## config.mk

```make
export PLATFORM = sky130hd
export DESIGN_NAME = video_timing_ctrl
export DESIGN_NICKNAME = d
export VERILOG_FILES = /design/src/rtl/video_pkg.sv /design/src/rtl/raster_counter.sv /design/src/rtl/video_timing_ctrl.sv
export SDC_FILE = /design/constraint.sdc
export NUM_CORES = 1
export LEC_CHECK = 0
export ABC_AREA = 0
export CORE_ASPECT_RATIO = 0.6
export CORE_MARGIN = 2
export CORE_UTILIZATION = 55
export CTS_CLUSTER_SIZE = 12
export DETAILED_ROUTE_END_ITERATION = 12
export DONT_BUFFER_PORTS = 1
export PLACE_DENSITY = 0.77
export SLEW_MARGIN = 10
export SYNTH_ARGS = -nofsm -noshare
export SYNTH_HDL_FRONTEND = slang
export SYNTH_SLANG_ARGS = --single-unit
```

## constraint.sdc

```tcl
create_clock -name clk -period 3.46 [get_ports clk]
set_clock_uncertainty 0.05 [all_clocks]
set_input_delay 1.038 -clock clk [delete_from_list [all_inputs] [get_ports clk]]
set_output_delay 1.038 -clock clk [all_outputs]
set_load 0.005 [all_outputs]
```

## src/rtl/video_pkg.sv

```systemverilog
// Shared timing defaults, FSM state encoding and pixel type for the
// 640x480@60 DVI/HDMI raster path.
package video_pkg;

    localparam int H_ACTIVE_DEF        = 640;
    localparam int H_FP_DEF            = 16;
    localparam int H_SYNC_DEF          = 96;
    localparam int H_BP_DEF            = 48;
    localparam int V_ACTIVE_DEF        = 480;
    localparam int V_FP_DEF            = 10;
    localparam int V_SYNC_DEF          = 2;
    localparam int V_BP_DEF            = 33;
    localparam int SYNC_ACTIVE_LOW_DEF = 1;

    localparam int CNT_W  = 10;
    localparam int DATA_W = 24;

    typedef enum logic [1:0] {
        OFF   = 2'd0,
        ARM   = 2'd1,
        RUN   = 2'd2,
        DRAIN = 2'd3
    } state_t;

    typedef logic [DATA_W-1:0] rgb_t;

endpackage

```

## src/rtl/raster_counter.sv

```systemverilog
// Horizontal/vertical raster position counters with synchronous clear,
// advance enable and an end-of-frame flag.
module raster_counter
    import video_pkg::*;
#(
    parameter int H_TOTAL = 800,
    parameter int V_TOTAL = 525
) (
    input  logic             clk,
    input  logic             rst_n,
    input  logic             clr,
    input  logic             adv,
    output logic [CNT_W-1:0] h_cnt,
    output logic [CNT_W-1:0] v_cnt,
    output logic             frame_wrap
);

    localparam logic [CNT_W-1:0] H_LAST = CNT_W'(H_TOTAL - 1);
    localparam logic [CNT_W-1:0] V_LAST = CNT_W'(V_TOTAL - 1);

    logic h_wrap;

    assign h_wrap     = (h_cnt == H_LAST);
    assign frame_wrap = h_wrap && (v_cnt == V_LAST);

    always_ff @(posedge clk or negedge rst_n) begin
        if (!rst_n) begin
            h_cnt <= '0;
            v_cnt <= '0;
        end else if (clr) begin
            h_cnt <= '0;
            v_cnt <= '0;
        end else if (adv) begin
            if (h_wrap) begin
                h_cnt <= '0;
                v_cnt <= (v_cnt == V_LAST) ? '0 : v_cnt + 1'b1;
            end else begin
                h_cnt <= h_cnt + 1'b1;
            end
        end
    end

endmodule

```

## src/rtl/video_timing_ctrl.sv

```systemverilog
// Raster scheduler: sequences start/stop around PLL lock and enable,
// requests pixels upstream and drives hsync/vsync/de/rgb to the encoders.
module video_timing_ctrl
    import video_pkg::*;
#(
    parameter int H_ACTIVE        = H_ACTIVE_DEF,
    parameter int H_FP            = H_FP_DEF,
    parameter int H_SYNC          = H_SYNC_DEF,
    parameter int H_BP            = H_BP_DEF,
    parameter int V_ACTIVE        = V_ACTIVE_DEF,
    parameter int V_FP            = V_FP_DEF,
    parameter int V_SYNC          = V_SYNC_DEF,
    parameter int V_BP            = V_BP_DEF,
    parameter int SYNC_ACTIVE_LOW = SYNC_ACTIVE_LOW_DEF
) (
    input  logic        clk,
    input  logic        rst_n,
    input  logic        pll_lock,
    input  logic        enable,
    input  logic        pix_valid,
    input  logic [23:0] pix_rgb,
    output logic        pix_ready,
    output logic [9:0]  pix_x,
    output logic [9:0]  pix_y,
    output logic        sof,
    output logic        hsync,
    output logic        vsync,
    output logic        de,
    output logic [23:0] rgb_out,
    output logic        underflow,
    input  logic        clr_underflow
);

    localparam int H_TOTAL = H_ACTIVE + H_FP + H_SYNC + H_BP;
    localparam int V_TOTAL = V_ACTIVE + V_FP + V_SYNC + V_BP;

    localparam logic [CNT_W-1:0] H_ACT_END = CNT_W'(H_ACTIVE);
    localparam logic [CNT_W-1:0] V_ACT_END = CNT_W'(V_ACTIVE);
    localparam logic [CNT_W-1:0] HS_START  = CNT_W'(H_ACTIVE + H_FP);
    localparam logic [CNT_W-1:0] HS_END    = CNT_W'(H_ACTIVE + H_FP + H_SYNC);
    localparam logic [CNT_W-1:0] VS_START  = CNT_W'(V_ACTIVE + V_FP);
    localparam logic [CNT_W-1:0] VS_END    = CNT_W'(V_ACTIVE + V_FP + V_SYNC);
    localparam logic             SYNC_IDLE = (SYNC_ACTIVE_LOW != 0);

    state_t           state_q;
    state_t           state_d;
    logic [CNT_W-1:0] h_cnt_p0;
    logic [CNT_W-1:0] v_cnt_p0;
    logic             frame_wrap_p0;
    logic             running_p0;
    logic             cnt_clr;
    logic             active_p0;
    logic             hs_on_p0;
    logic             vs_on_p0;
    logic             hsync_p1;
    logic             vsync_p1;
    logic             de_p1;
    rgb_t             rgb_p1;
    logic             underflow_q;

    assign running_p0 = (state_q == RUN) || (state_q == DRAIN);
    // Clearing on lock loss makes the abrupt stop land with counters at zero.
    assign cnt_clr    = !running_p0 || !pll_lock;

    raster_counter #(
        .H_TOTAL (H_TOTAL),
        .V_TOTAL (V_TOTAL)
    ) u_raster (
        .clk        (clk),
        .rst_n      (rst_n),
        .clr        (cnt_clr),
        .adv        (running_p0),
        .h_cnt      (h_cnt_p0),
        .v_cnt      (v_cnt_p0),
        .frame_wrap (frame_wrap_p0)
    );

    always_ff @(posedge clk or negedge rst_n) begin
        if (!rst_n) begin
            state_q <= OFF;
        end else begin
            state_q <= state_d;
        end
    end

    always_comb begin
        state_d = state_q;
        case (state_q)
            OFF:     if (pll_lock && enable) state_d = ARM;
            ARM:     state_d = RUN;
            RUN: begin
                // A disable on the last cycle of a frame needs no drain frame.
                if (!enable) state_d = frame_wrap_p0 ? OFF : DRAIN;
            end
            DRAIN: begin
                if (enable)             state_d = RUN;
                else if (frame_wrap_p0) state_d = OFF;
            end
            default: state_d = OFF;
        endcase
        if (!pll_lock) state_d = OFF;
    end

    // Stage p0: decode from state and counter registers only.
    assign active_p0 = running_p0 && (h_cnt_p0 < H_ACT_END) && (v_cnt_p0 < V_ACT_END);
    assign hs_on_p0  = running_p0 && (h_cnt_p0 >= HS_START) && (h_cnt_p0 < HS_END);
    assign vs_on_p0  = running_p0 && (v_cnt_p0 >= VS_START) && (v_cnt_p0 < VS_END);

    assign pix_ready = active_p0;
    assign pix_x     = active_p0 ? h_cnt_p0 : '0;
    assign pix_y     = active_p0 ? v_cnt_p0 : '0;
    assign sof       = active_p0 && (h_cnt_p0 == '0) && (v_cnt_p0 == '0);

    // Stage p1: encoder-facing registers, one cycle behind the counters.
    always_ff @(posedge clk or negedge rst_n) begin
        if (!rst_n) begin
            hsync_p1    <= SYNC_IDLE;
            vsync_p1    <= SYNC_IDLE;
            de_p1       <= 1'b0;
            rgb_p1      <= '0;
            underflow_q <= 1'b0;
        end else begin
            hsync_p1 <= hs_on_p0 ^ SYNC_IDLE;
            vsync_p1 <= vs_on_p0 ^ SYNC_IDLE;
            de_p1    <= active_p0;
            rgb_p1   <= (active_p0 && pix_valid) ? pix_rgb : '0;
            if (active_p0 && !pix_valid) begin
                underflow_q <= 1'b1;
            end else if (clr_underflow) begin
                underflow_q <= 1'b0;
            end
        end
    end

    assign hsync     = hsync_p1;
    assign vsync     = vsync_p1;
    assign de        = de_p1;
    assign rgb_out   = rgb_p1;
    assign underflow = underflow_q;

endmodule

```

Word-level counts from Yosys, hierarchy flattened
Index checks and enable logic that the tools add are counted.

Div/mod/pow operators: 0. Equal/unequal tests: 8. Reduce and logical (&&, ||, !) cells: 25. Bitwise gates (word level): 2. Magnitude comparators: 6. $add $sub $neg: 2. Mux-type cells: 19. Multipliers: 0. Shift-type cells: 0.

Operator list (count): 10-bit two-way mux (9); 24-bit two-way mux (1); 10-bit by 1-bit adder with 10-bit output (second input constant) (2); 10-bit == test (second input constant) (2); 10-bit logical NOT (2); 10-bit less-than comparator (second input constant) (2); 10-bit by 9-bit less-than comparator with 1-bit output (second input constant) (2); 1-bit logical AND (12); 2-bit two-way mux (6); 10-bit >= comparator (second input constant) (1); 10-bit by 9-bit >= comparator with 1-bit output (second input constant) (1); 2-bit one-hot mux with 4 select lines (1); 3-bit inequality test (second input constant) (2); 2-bit nonzero test (3); 2-bit == test (second input constant) (2); 4-bit inequality test (second input constant) (1); 1-bit logical NOT (3); 3-bit AND reduction (1); 2-bit by 1-bit == test with 1-bit output (second input constant) (1); 2-bit logical NOT (1); 1-bit logical OR (2); 1-bit two-way mux (2); 1-bit inverter (2); 2-bit AND reduction (1).

Latch bits: 0. Memories: 0. Register bits after elaboration: 50. Logic and storage cells: 70. Output and inout bits: 50. ROM bits: 0. Memory bits (writable): 0. Input port bits: 30.

Depth between registers and ports, before layout
Word-level depth: 6. Mapped depth: 7. Mapped depth without buffers: 6.

Hierarchy
A second synthesis with hierarchy kept.

Cell total of the unflattened synthesis: 229. Area, all modules: 2427.3 um^2.

Modules (own cells, without submodules): video_timing_ctrl (cells each 111, times used 1, area each 1266.2 um^2); raster_counter (cells each 118, times used 1, area each 1161.1 um^2).

Worst setup path before layout
OpenSTA, ideal clock, no wires.

Path kind: reg-to-output. Start: reg u_raster.h_cnt[8]. End: out pix_x[2]. Stages on the path, launching flop included: 6. Arrival time: 1.395 ns. Required time: 2.372 ns. Buffers on the path: 2. Path slack: 0.977 ns. Cells stage by stage: dfrtp_1 -> o21ai_0 -> and4b_1 -> clkbuf_1 -> clkbuf_1 -> and2_1.

Longest elaborated chain between the ends: 4.

RTL lines: from (decl) (line raster_counter.sv:13) `output logic [CNT_W-1:0] h_cnt,`; from (signal assigned) (line raster_counter.sv:38) `h_cnt <= h_cnt + 1'b1;`; 10-bit less-than comparator (line video_timing_ctrl.sv:105) `assign active_p0 = running_p0 && (h_cnt_p0 < H_ACT_END) && (v_cnt_p0 < V_ACT_END);`; 1-bit logical AND (2 in a row) (line video_timing_ctrl.sv:105); net pix_ready (line video_timing_ctrl.sv:22) `output logic pix_ready,`; 10-bit two-way mux (line video_timing_ctrl.sv:110) `assign pix_x = active_p0 ? h_cnt_p0 : '0;`; to (decl) (line video_timing_ctrl.sv:23) `output logic [9:0] pix_x,`.

The timed path passes the listed nets, and every way through them passes these cells.

Final worst setup path
Start: reg u_raster.h_cnt[0]. End: out sof.

Longest elaborated chain between the ends: 5. Elaborated cells on any way between the ends: 6. Classes of those cells: order compare: 1; reduce/logical: 5.

RTL lines: 10-bit less-than comparator (line video_timing_ctrl.sv:105); 1-bit logical AND (2 in a row) (line video_timing_ctrl.sv:105); 1-bit logical AND * (2 in a row) (line video_timing_ctrl.sv:112) `assign sof = active_p0 && (h_cnt_p0 == '0) && (v_cnt_p0 == '0);`; to (decl) (line video_timing_ctrl.sv:25) `output logic sof,`.

Mark *: on every way between the ends. The rest lies on a longest branch, timed or not.

==> impl_metrics.toml <==
[pwr]
p_leak_nw = 1.129
ir_drop_mv = 0.2396
power_density_nw_per_um2 = 411.1

[worst_setup_path]
worstPathArrival_ns = 1.80
start_kind = "flop"
cp_num_buf_inv = 1
slowest_delay_ns = 0.59
critical_path.max_fanout = 5
cp.required_ns = 2.37
path_class = "reg2out"
r2r-start = "u_raster.h_cnt[0]"
cp.depth = 4
crit_family = "simple AND/OR/NAND/NOR gates"
crit_start = "u_raster.h_cnt[0]"
path_cells = "inv_1 > ha_1 > or4b_2 > nor3_1"
critPathSlowestCell = "or4b_2"
ff2ff_path_depth = 5
end_kind = "output pin"

[drt]
viasPerCell = 6.140
drt_iter0_drc = 131
ant_nets = 0
first_pass_iters = 4
drc_errors = 0
wl_um = 4914
vias = 1664
wire_per_inst_um = 18.13

[floorplanning]
core_um2 = 4054
initial_core_util = 0.5654
die-area_um2 = 4717
fp.dieH_um = 54.01
num_rows = 18
die_x_um = 87.35
ios = 80

[clocking]
clock_latency_ns = 0.30
cts_tree = "built"
cts_setup_buffers = 0
ctsHoldBuffers = 0
path_clk_slew_ns = 0.10
clockBufferDepth = 2
cts_made_buffers = 5
cts_resized = 0
cts.sinks = 50
htreeDepth = 2
root_buffer = "clkbuf_8"

[global_routing]
track_usage = 0.2132
antenna_found_initial = 0
grt_pass1_wl_um = 7341
grt_start_max_net_pins = 51
grt-ovfl-total = 0
grt_pass1_vias = 1409

[timing]
slew-limit-headroom = 0.4648
setup_viol = 0
setup_slack_ns = 0.5689
worstMarginPinSlew_ns = 0.7962
fin_tns_setup_ns = 0
finalHoldViolations = 0
layout_min_cycle_time_ns = 2.891
rsz0062_at_grt = "no"
report.final.slew_viol_count = 0
fin_hold_ws_ns = 0.3643
finalCritPeriodShare = 0.8356
max_freq_ghz = 0.3459

[final_layout]
fin_nets = 254
num_antenna_cells = 0
layout_common_cells = "dfrtp_1 (48), and3_1 (30), nor2_1 (22)"
layout_commonest_cell = "dfrtp_1"
layout.cells.non_filler = 271
area_delta_synth_final_pct = 5.076
drive_gt1_frac = 0.08145

[synth]
yosysSeqAreaShare = 0.5469
ys_ff_latch = 50
yosysWarnings = 0
syn_inst = 223
syn_avg_cell_area_um2 = 10.28
yosysUniqueCellTypes = 42
netlist_area_um2 = 2292
synth_fp_nets = 257

[place]
place_inst = 263
portBuffers = 0
dpl.hpwl_um = 3480
dpl_worst_slack_ns = 0.8899
gp_congestion = 0.8925

[flow_run]
max_cap_violations = 0

[run_status]
outcome = "finished clean"

[worst_hold_path]
hp-class = "in2async"
state kept, by name, indices dropped and copies added (netlist names):
| register | cells |
|---|---|
| de | 1 |
| hsync | 1 |
| rgb_out | 24 |
| vsync | 1 |
| u_raster.v_cnt | 10 |
| state_q | 2 |
| u_raster.h_cnt | 10 |
| underflow | 1 |
area by class of cell:
| type | instances | area, µm² |
|---|---|---|
| Clock buffer | 5 | 68.82 |
| Clock inverter | 3 | 23.77 |
| Fill cell | 319 | 1645 |
| Inverter | 11 | 41.29 |
| Multi-Input combinational cell | 151 | 950.9 |
| Sequential cell | 50 | 1254 |
| Tap cell | 50 | 62.56 |
| Timing Repair Buffer | 1 | 7.507 |
logic make-up after synthesis:
logic type,synth area share
adder cells (fa/ha/maj),0.02183
buffers and inverters,0.03821
other,0.001636
AND/OR/NAND/NOR,0.2904
AO/OA/AOI/OAI,0.07424
flip-flops,0.5469
XOR/XNOR,0.02675
synthesized netlist by cell type, drive strengths merged:
cell type / number / area [µm²]
a211oi: 2 / 15.01
a21boi: 1 / 7.510
a21oi: 5 / 25.02
a22o: 2 / 17.52
a31o: 1 / 8.760
a31oi: 3 / 18.77
and2: 12 / 75.07
and3: 30 / 187.7
and4: 1 / 8.760
and4b: 1 / 10.01
buf: 2 / 12.51
clkbuf: 9 / 33.78
conb: 1 / 3.750
dfrtp: 48 / 1201
dfstp: 2 / 52.55
ha: 4 / 50.05
inv: 11 / 41.29
nand2: 8 / 30.03
nand3: 9 / 45.04
nand4: 7 / 50.05
nand4b: 1 / 8.760
nand4bb: 1 / 27.53
nor2: 22 / 82.58
nor2b: 2 / 12.51
nor3: 4 / 20.02
nor4: 4 / 31.28
o2111ai: 1 / 8.760
o21ai: 9 / 45.04
o221ai: 1 / 8.760
o22ai: 1 / 6.260
o31a: 1 / 8.760
or2: 1 / 6.260
or3: 6 / 42.54
or4: 1 / 7.510
or4b: 2 / 20.02
xnor2: 3 / 26.28
xor2: 4 / 35.03
per-stage QoR:
stage,power [mW],utilization,cell area (µm²)
floorplan,0.6492,-,2292
global placement,0.6559,0.5713,2316
detailed placement,0.6566,0.5713,2316
CTS,1.002,0.5941,2409
global route,1.038,0.5941,2409
finish,0.9900,0.5941,2409
worst paths after layout:
path / to / slack, ns
worst max-delay path: sof / 0.57
worst min-delay path: u_raster.v_cnt[7] / 0.36
worst max register to register: u_raster.v_cnt[0] / 1.41
worst min register to register: u_raster.h_cnt[0] / 0.46
max in group asynchronous: vsync / 2.81
min in group clk: u_raster.h_cnt[0] / 0.46
power by group:
part	total [mW]	switching, mW	internal [mW]	leakage (nW)
clock network	0.345	0.200	0.145	0.0408
logic	0.0387	0.0251	0.0136	0.404
registers	0.606	0.00906	0.597	0.685
total	0.990	0.235	0.756	1.13
per-layer routing:
layer / GRT usage / vias to the layer above / wire, µm
met1: 0.3136 / 813 / 2344
met3: 0.09663 / 2 / 454
met4: 0.06154 / 0 / 23
met2: 0.2765 / 71 / 2093
li1: - / 778 / -
met5: 0 / - / 0
Note: power is estimated with default switching activity, not from simulation.
